==> src/rtl/calc1_core_if.sv <==
// rtl/calc1_core_if.sv - per-port command/operand and response/result bundle for calc1_core
interface calc1_core_if;
  logic [0:3]  req_cmd  [1:4];
  logic [0:31] req_data [1:4];
  logic [0:1]  out_resp [1:4];
  logic [0:31] out_data [1:4];

  modport master (output req_cmd, output req_data, input out_resp, input out_data);
  modport slave  (input req_cmd, input req_data, output out_resp, output out_data);
endinterface

==> src/rtl/calc1_core.sv <==
// rtl/calc1_core.sv - four independent 32-bit add/sub/shift ports, result 3 cycles after issue
// Optional scan flop on scan_in -> scan_out built when CALC1_SCAN_EN is defined.
module calc1_core (
  input  logic        c_clk,
  input  logic [1:7]  reset,
  input  logic        a_clk,
  input  logic        b_clk,
  input  logic        scan_in,
  output logic        scan_out,
  input  logic [0:3]  error_found,
  calc1_core_if.slave bus
);

  typedef enum logic [1:0] {ST_IDLE, ST_OP2, ST_EXEC, ST_RESP} port_state_t;

  localparam logic [0:3] CMD_NOP = 4'd0;
  localparam logic [0:3] CMD_ADD = 4'd1;
  localparam logic [0:3] CMD_SUB = 4'd2;
  localparam logic [0:3] CMD_SHL = 4'd5;
  localparam logic [0:3] CMD_SHR = 4'd6;

  localparam logic [0:1] RESP_NONE = 2'd0;
  localparam logic [0:1] RESP_OK   = 2'd1;
  localparam logic [0:1] RESP_OVF  = 2'd2;
  localparam logic [0:1] RESP_INV  = 2'd3;

  logic rst;
  logic unused_inputs;

  port_state_t state  [1:4];
  logic [0:3]  cmd_q  [1:4];
  logic [0:31] op1_q  [1:4];
  logic [0:31] op2_q  [1:4];
  logic [0:1]  resp_q [1:4];
  logic [0:31] data_q [1:4];

  assign rst = |reset;

  // Returns {resp, data}; bit 0 of op vectors is the MSB, so op2[27:31] is the 5-bit shift count.
  function automatic logic [33:0] calc(input logic [0:3] cmd, input logic [0:31] op1,
                                       input logic [0:31] op2);
    logic [32:0] sum;
    logic [4:0]  sh;
    sum = {1'b0, op1} + {1'b0, op2};
    sh  = op2[27:31];
    case (cmd)
      CMD_ADD: return sum[32] ? {RESP_OVF, 32'h0} : {RESP_OK, sum[31:0]};
      CMD_SUB: return (op2 > op1) ? {RESP_OVF, 32'h0} : {RESP_OK, op1 - op2};
      CMD_SHL: return {RESP_OK, op1 << sh};
      CMD_SHR: return {RESP_OK, op1 >> sh};
      default: return {RESP_INV, 32'h0};
    endcase
  endfunction

  // Each port: IDLE (T) -> OP2 (T+1) -> EXEC (T+2) -> RESP (T+3, outputs valid) -> IDLE.
  always_ff @(posedge c_clk or posedge rst) begin
    if (rst) begin
      for (int i = 1; i <= 4; i++) begin
        state[i]  <= ST_IDLE;
        cmd_q[i]  <= CMD_NOP;
        op1_q[i]  <= 32'h0;
        op2_q[i]  <= 32'h0;
        resp_q[i] <= RESP_NONE;
        data_q[i] <= 32'h0;
      end
    end else begin
      for (int i = 1; i <= 4; i++) begin
        case (state[i])
          ST_IDLE: begin
            if (bus.req_cmd[i] != CMD_NOP) begin
              cmd_q[i] <= bus.req_cmd[i];
              op1_q[i] <= bus.req_data[i];
              state[i] <= ST_OP2;
            end
          end
          ST_OP2: begin
            op2_q[i] <= bus.req_data[i];
            state[i] <= ST_EXEC;
          end
          ST_EXEC: begin
            {resp_q[i], data_q[i]} <= calc(cmd_q[i], op1_q[i], op2_q[i]);
            state[i] <= ST_RESP;
          end
          ST_RESP: begin
            resp_q[i] <= RESP_NONE;
            data_q[i] <= 32'h0;
            state[i]  <= ST_IDLE;
          end
        endcase
      end
    end
  end

  assign bus.out_resp = resp_q;
  assign bus.out_data = data_q;

`ifdef CALC1_SCAN_EN
  always_ff @(posedge c_clk or posedge rst) begin
    if (rst) begin
      scan_out <= 1'b0;
    end else begin
      scan_out <= scan_in;
    end
  end
  assign unused_inputs = ^{a_clk, b_clk, error_found};
`else
  assign scan_out      = 1'b0;
  assign unused_inputs = ^{a_clk, b_clk, error_found, scan_in};
`endif

endmodule

==> src/flat_wrapper.sv <==
// flat-port wrapper written by rule: the top's interface ports become plain ports
module calc1_core_flat 
  (c_clk, reset, a_clk, b_clk, scan_in, scan_out, error_found, bus_req_cmd, bus_req_data, bus_out_resp, bus_out_data);
  calc1_core_if bus_i ();
  input  logic c_clk;
  input  logic [1:7] reset;
  input  logic a_clk;
  input  logic b_clk;
  input  logic scan_in;
  output logic scan_out;
  input  logic [0:3] error_found;
  input wire logic [$bits(bus_i.req_cmd)-1:0] bus_req_cmd;
  input wire logic [$bits(bus_i.req_data)-1:0] bus_req_data;
  output wire logic [$bits(bus_i.out_resp)-1:0] bus_out_resp;
  output wire logic [$bits(bus_i.out_data)-1:0] bus_out_data;
  assign bus_i.req_cmd = {>>{bus_req_cmd}};
  assign bus_i.req_data = {>>{bus_req_data}};
  assign bus_out_resp = {>>{bus_i.out_resp}};
  assign bus_out_data = {>>{bus_i.out_data}};
  calc1_core u_core (.c_clk(c_clk), .reset(reset), .a_clk(a_clk), .b_clk(b_clk), .scan_in(scan_in), .scan_out(scan_out), .error_found(error_found), .bus(bus_i));
endmodule
==> config.mk <==
export PLATFORM = sky130hd
export DESIGN_NAME = calc1_core_flat
export DESIGN_NICKNAME = d
export VERILOG_FILES = /design/src/rtl/calc1_core_if.sv /design/src/rtl/calc1_core.sv /design/src/flat_wrapper.sv
export SDC_FILE = /design/constraint.sdc
export NUM_CORES = 2
export LEC_CHECK = 0
export ABC_AREA = 0
export CORE_ASPECT_RATIO = 1.2
export CORE_MARGIN = 2
export CORE_UTILIZATION = 30
export DETAILED_ROUTE_END_ITERATION = 7
export GPL_ROUTABILITY_DRIVEN = 0
export PLACE_DENSITY_LB_ADDON = 0.1
export RECOVER_POWER = 100
export REMOVE_ABC_BUFFERS = 1
export SLEW_MARGIN = 15
export SYNTH_ARGS = -nofsm -noshare
export SYNTH_HDL_FRONTEND = slang
export SYNTH_SLANG_ARGS = --single-unit
==> constraint.sdc <==
create_clock -name c_clk -period 104.7 [get_ports c_clk]
set_input_delay 26.175 -clock c_clk [delete_from_list [all_inputs] [get_ports c_clk]]
set_output_delay 26.175 -clock c_clk [all_outputs]
set_load 0.005 [all_outputs]
==> results.toml <==
[outcome]
status = "complete, but fails checks"
violations = "capacitance limit, slew limit"

[clock_tree]
cts_setup_buffers = 0
cts-resized-gates = 0
ctsHoldBuffers = 0
cts_tree = "done"
cts.clk_slew.worst_paths_ns = 0.06
root_buffer = "clkbuf_16"
cts-buffers-inserted = 55
clock_path_buffers = 3
insertion_delay_ns = 0.68
clock_sinks = 416
cts_max_level = 2

[global_routing]
grt_usage = 0.243
antenna_found_initial = 26
overflow = 0
grt_max_degree = 100
grt_pass1_wl_um = 276000
grt_pass1_vias = 42400

[logic_synthesis]
synth_area_mm2 = 0.0431
synthTopCellsByArea = "dfrtp_1 (24%), ha_1 (8.1%), o21ai_0 (6.3%), mux2i_1 (5.3%), a21oi_1 (5.1%)"
ys.flop_type = "dfrtp_1"
synth_seq_area_share = 0.242
syn_inst = 5443
synth_edf_count = 0
synthArstFlopShare = 1.00
synthDistinctLibCells = 106
syn_area_per_cell_um2 = 7.92
synth-seq-cells = 416
synth.top_cell.area_share = 0.242
yosys_warnings = 0
synth_area_leader_cell = "dfrtp_1"

[floorplan]
ios = 296
coreArea_mm2 = 0.143
rows = 152
initial_core_util = 0.302
dieWidth_um = 350
die_y_um = 419
dieArea_mm2 = 0.147

[layout]
num-nets-final = 5935
mostFrequentLayoutCells = "nor2_1 (579), o21ai_0 (555), nand2_1 (508)"
area_growth_pct = 14.2
drive_above_1_share = 0.0882
final_common_cell = "nor2_1"

[setup_path]
max_stage_delay_ns = 2.44
end_kind = "asynchronous set/reset pin"
critPathMaxFanout = 56
cp_cell_sequence = "dlygate4sd3_1 > or4_1 > nor4_1 > clkbuf_1 > clkbuf_1 > clkbuf_1 > clkbuf_1"
worst-setup-path-type = "in -> async"
crit_top_cell = "clkbuf_1"
cp-start-kind = "input pin"
critPathRequiredTime_ns = 104.32
cp_slowest_cell = "clkbuf_1"
worstPathArrival_ns = 36.15

[drt]
viasPerCell = 5.81
wl_per_cell_um = 24.6
first_pass_iters = 6
drt_iter0_drc = 3720
drc = 0
antenna_left = 0
wl_um = 183000
vias = 43400

[timing]
drv_slew = 973
setup_viol = 0
fin_setup_tns_ns = 0
hold_viol_final = 0
fin_crit_sh = 0.349
clock_skew_ns = 0.0363
worst_pin_slew_ns = 4.25
fmax_mhz = 27.4
rsz0062_at_grt = "no"
finalCriticalPeriod_ns = 36.54
slew_headroom = -1.86

[place]
io_buffers = 287
hpwl_um = 136000

[min_path]
hold_class = "reg -> reg"

[run]
drv_cap = 21
[path summary, 6_finish.rpt]
| path | slack (ns) | start | cells past startpoint | to |
|---|---|---|---|---|
| worst max-delay path | 68.16 | reset[5] | 7 | u_core.op2_q[33] |
| worst min-delay path | 0.47 | u_core.bus.out_data[78] | 2 | u_core.bus.out_data[78] |
| worst max register to register | 94.43 | u_core.op2_q[96] | 14 | u_core.bus.out_data[122] |
| worst min register to register | 0.47 | u_core.bus.out_data[78] | 2 | u_core.bus.out_data[78] |
| max in group c_clk | 75.52 | bus_req_cmd[9] | 5 | u_core.op1_q[70] |
| min in group asynchronous | 26.90 | reset[4] | 3 | u_core.bus.out_data[3] |
[worst max-delay path, delay by kind of cell]
kind,cells,cell delay (ns)
and+or+nand+nor,2,0.69
buffers and inverters,5,9.23
[cell type report]
cell class                      count  area, um2
Antenna cell                        5       12.5
Clock buffer                       83       1610
Clock inverter                     17        268
Fill cell                       15100      93600
Inverter                          282       1060
Multi-Input combinational cell   4372      30100
Sequential cell                   416      10400
Tap cell                         1925       2410
Timing Repair Buffer              361       3360
[per-stage QoR]
stage	setup WS [ns]	std cells	area, um2	hold slack, ns	util
final	68.16	7461	49200	0.475	0.345
after global routing	66.04	7457	49200	0.497	0.344
after floorplan	20.78	5070	41500	0.460	-
after detailed placement	74.40	7356	47500	0.472	0.332
after global placement	74.44	7356	47500	0.462	0.332
after CTS	75.18	7456	49300	0.486	0.345
[state kept, by name, indices dropped and copies added (netlist names)]
| name | cells |
|---|---|
| u_core.cmd_q | 16 |
| u_core.bus.out_resp | 8 |
| u_core.op1_q | 128 |
| u_core.bus.out_data | 128 |
| u_core.op2_q | 128 |
| u_core.state | 8 |
[kinds of logic after synthesis]
logic type	Yosys count	share of synthesized area
AOI/OAI and AO/OA	1968	0.301
xor gates and xnor gates	42	0.00854
adders and majority gates	288	0.0850
buffers and inverters	655	0.0612
DFF	416	0.242
muxes	473	0.138
other	1	0.0000870
and+or+nand+nor	1600	0.165
[metal layers]
layer | share of wire | vias up | global-route usage
met1 | 0.43 | 21300 | 0.317
met5 | 0.00062 | - | 0
met4 | 0.036 | 18 | 0.0818
li1 | - | 20200 | -
met2 | 0.47 | 1544 | 0.402
met3 | 0.068 | 286 | 0.0442
[synth_stat cells (28+ instances only)]
library cell  count
a211o_1          28
a211oi_1         64
a21o_1           65
a21oi_1         443
a221o_1          38
a221oi_1         35
a22o_1           36
a22oi_1          55
a31oi_1          43
buf_1            39
buf_2            65
clkbuf_1        250
dfrtp_1         416
ha_1            280
inv_1           263
mux2_2          165
mux2i_1         229
mux4_2           79
nand2_1         509
nand2b_1        102
nand3_1          88
nor2_1          583
nor2b_1          46
nor3_1           94
nor4_1           29
o211ai_1         99
o21a_1           28
o21ai_0         540
o21bai_1         46
o221ai_1         47
o22ai_1          66
o31ai_1          63
xnor2_1          33
Power is not shown: default switching activity piles up to over one toggle a cycle in this logic, so the estimate is an artifact.
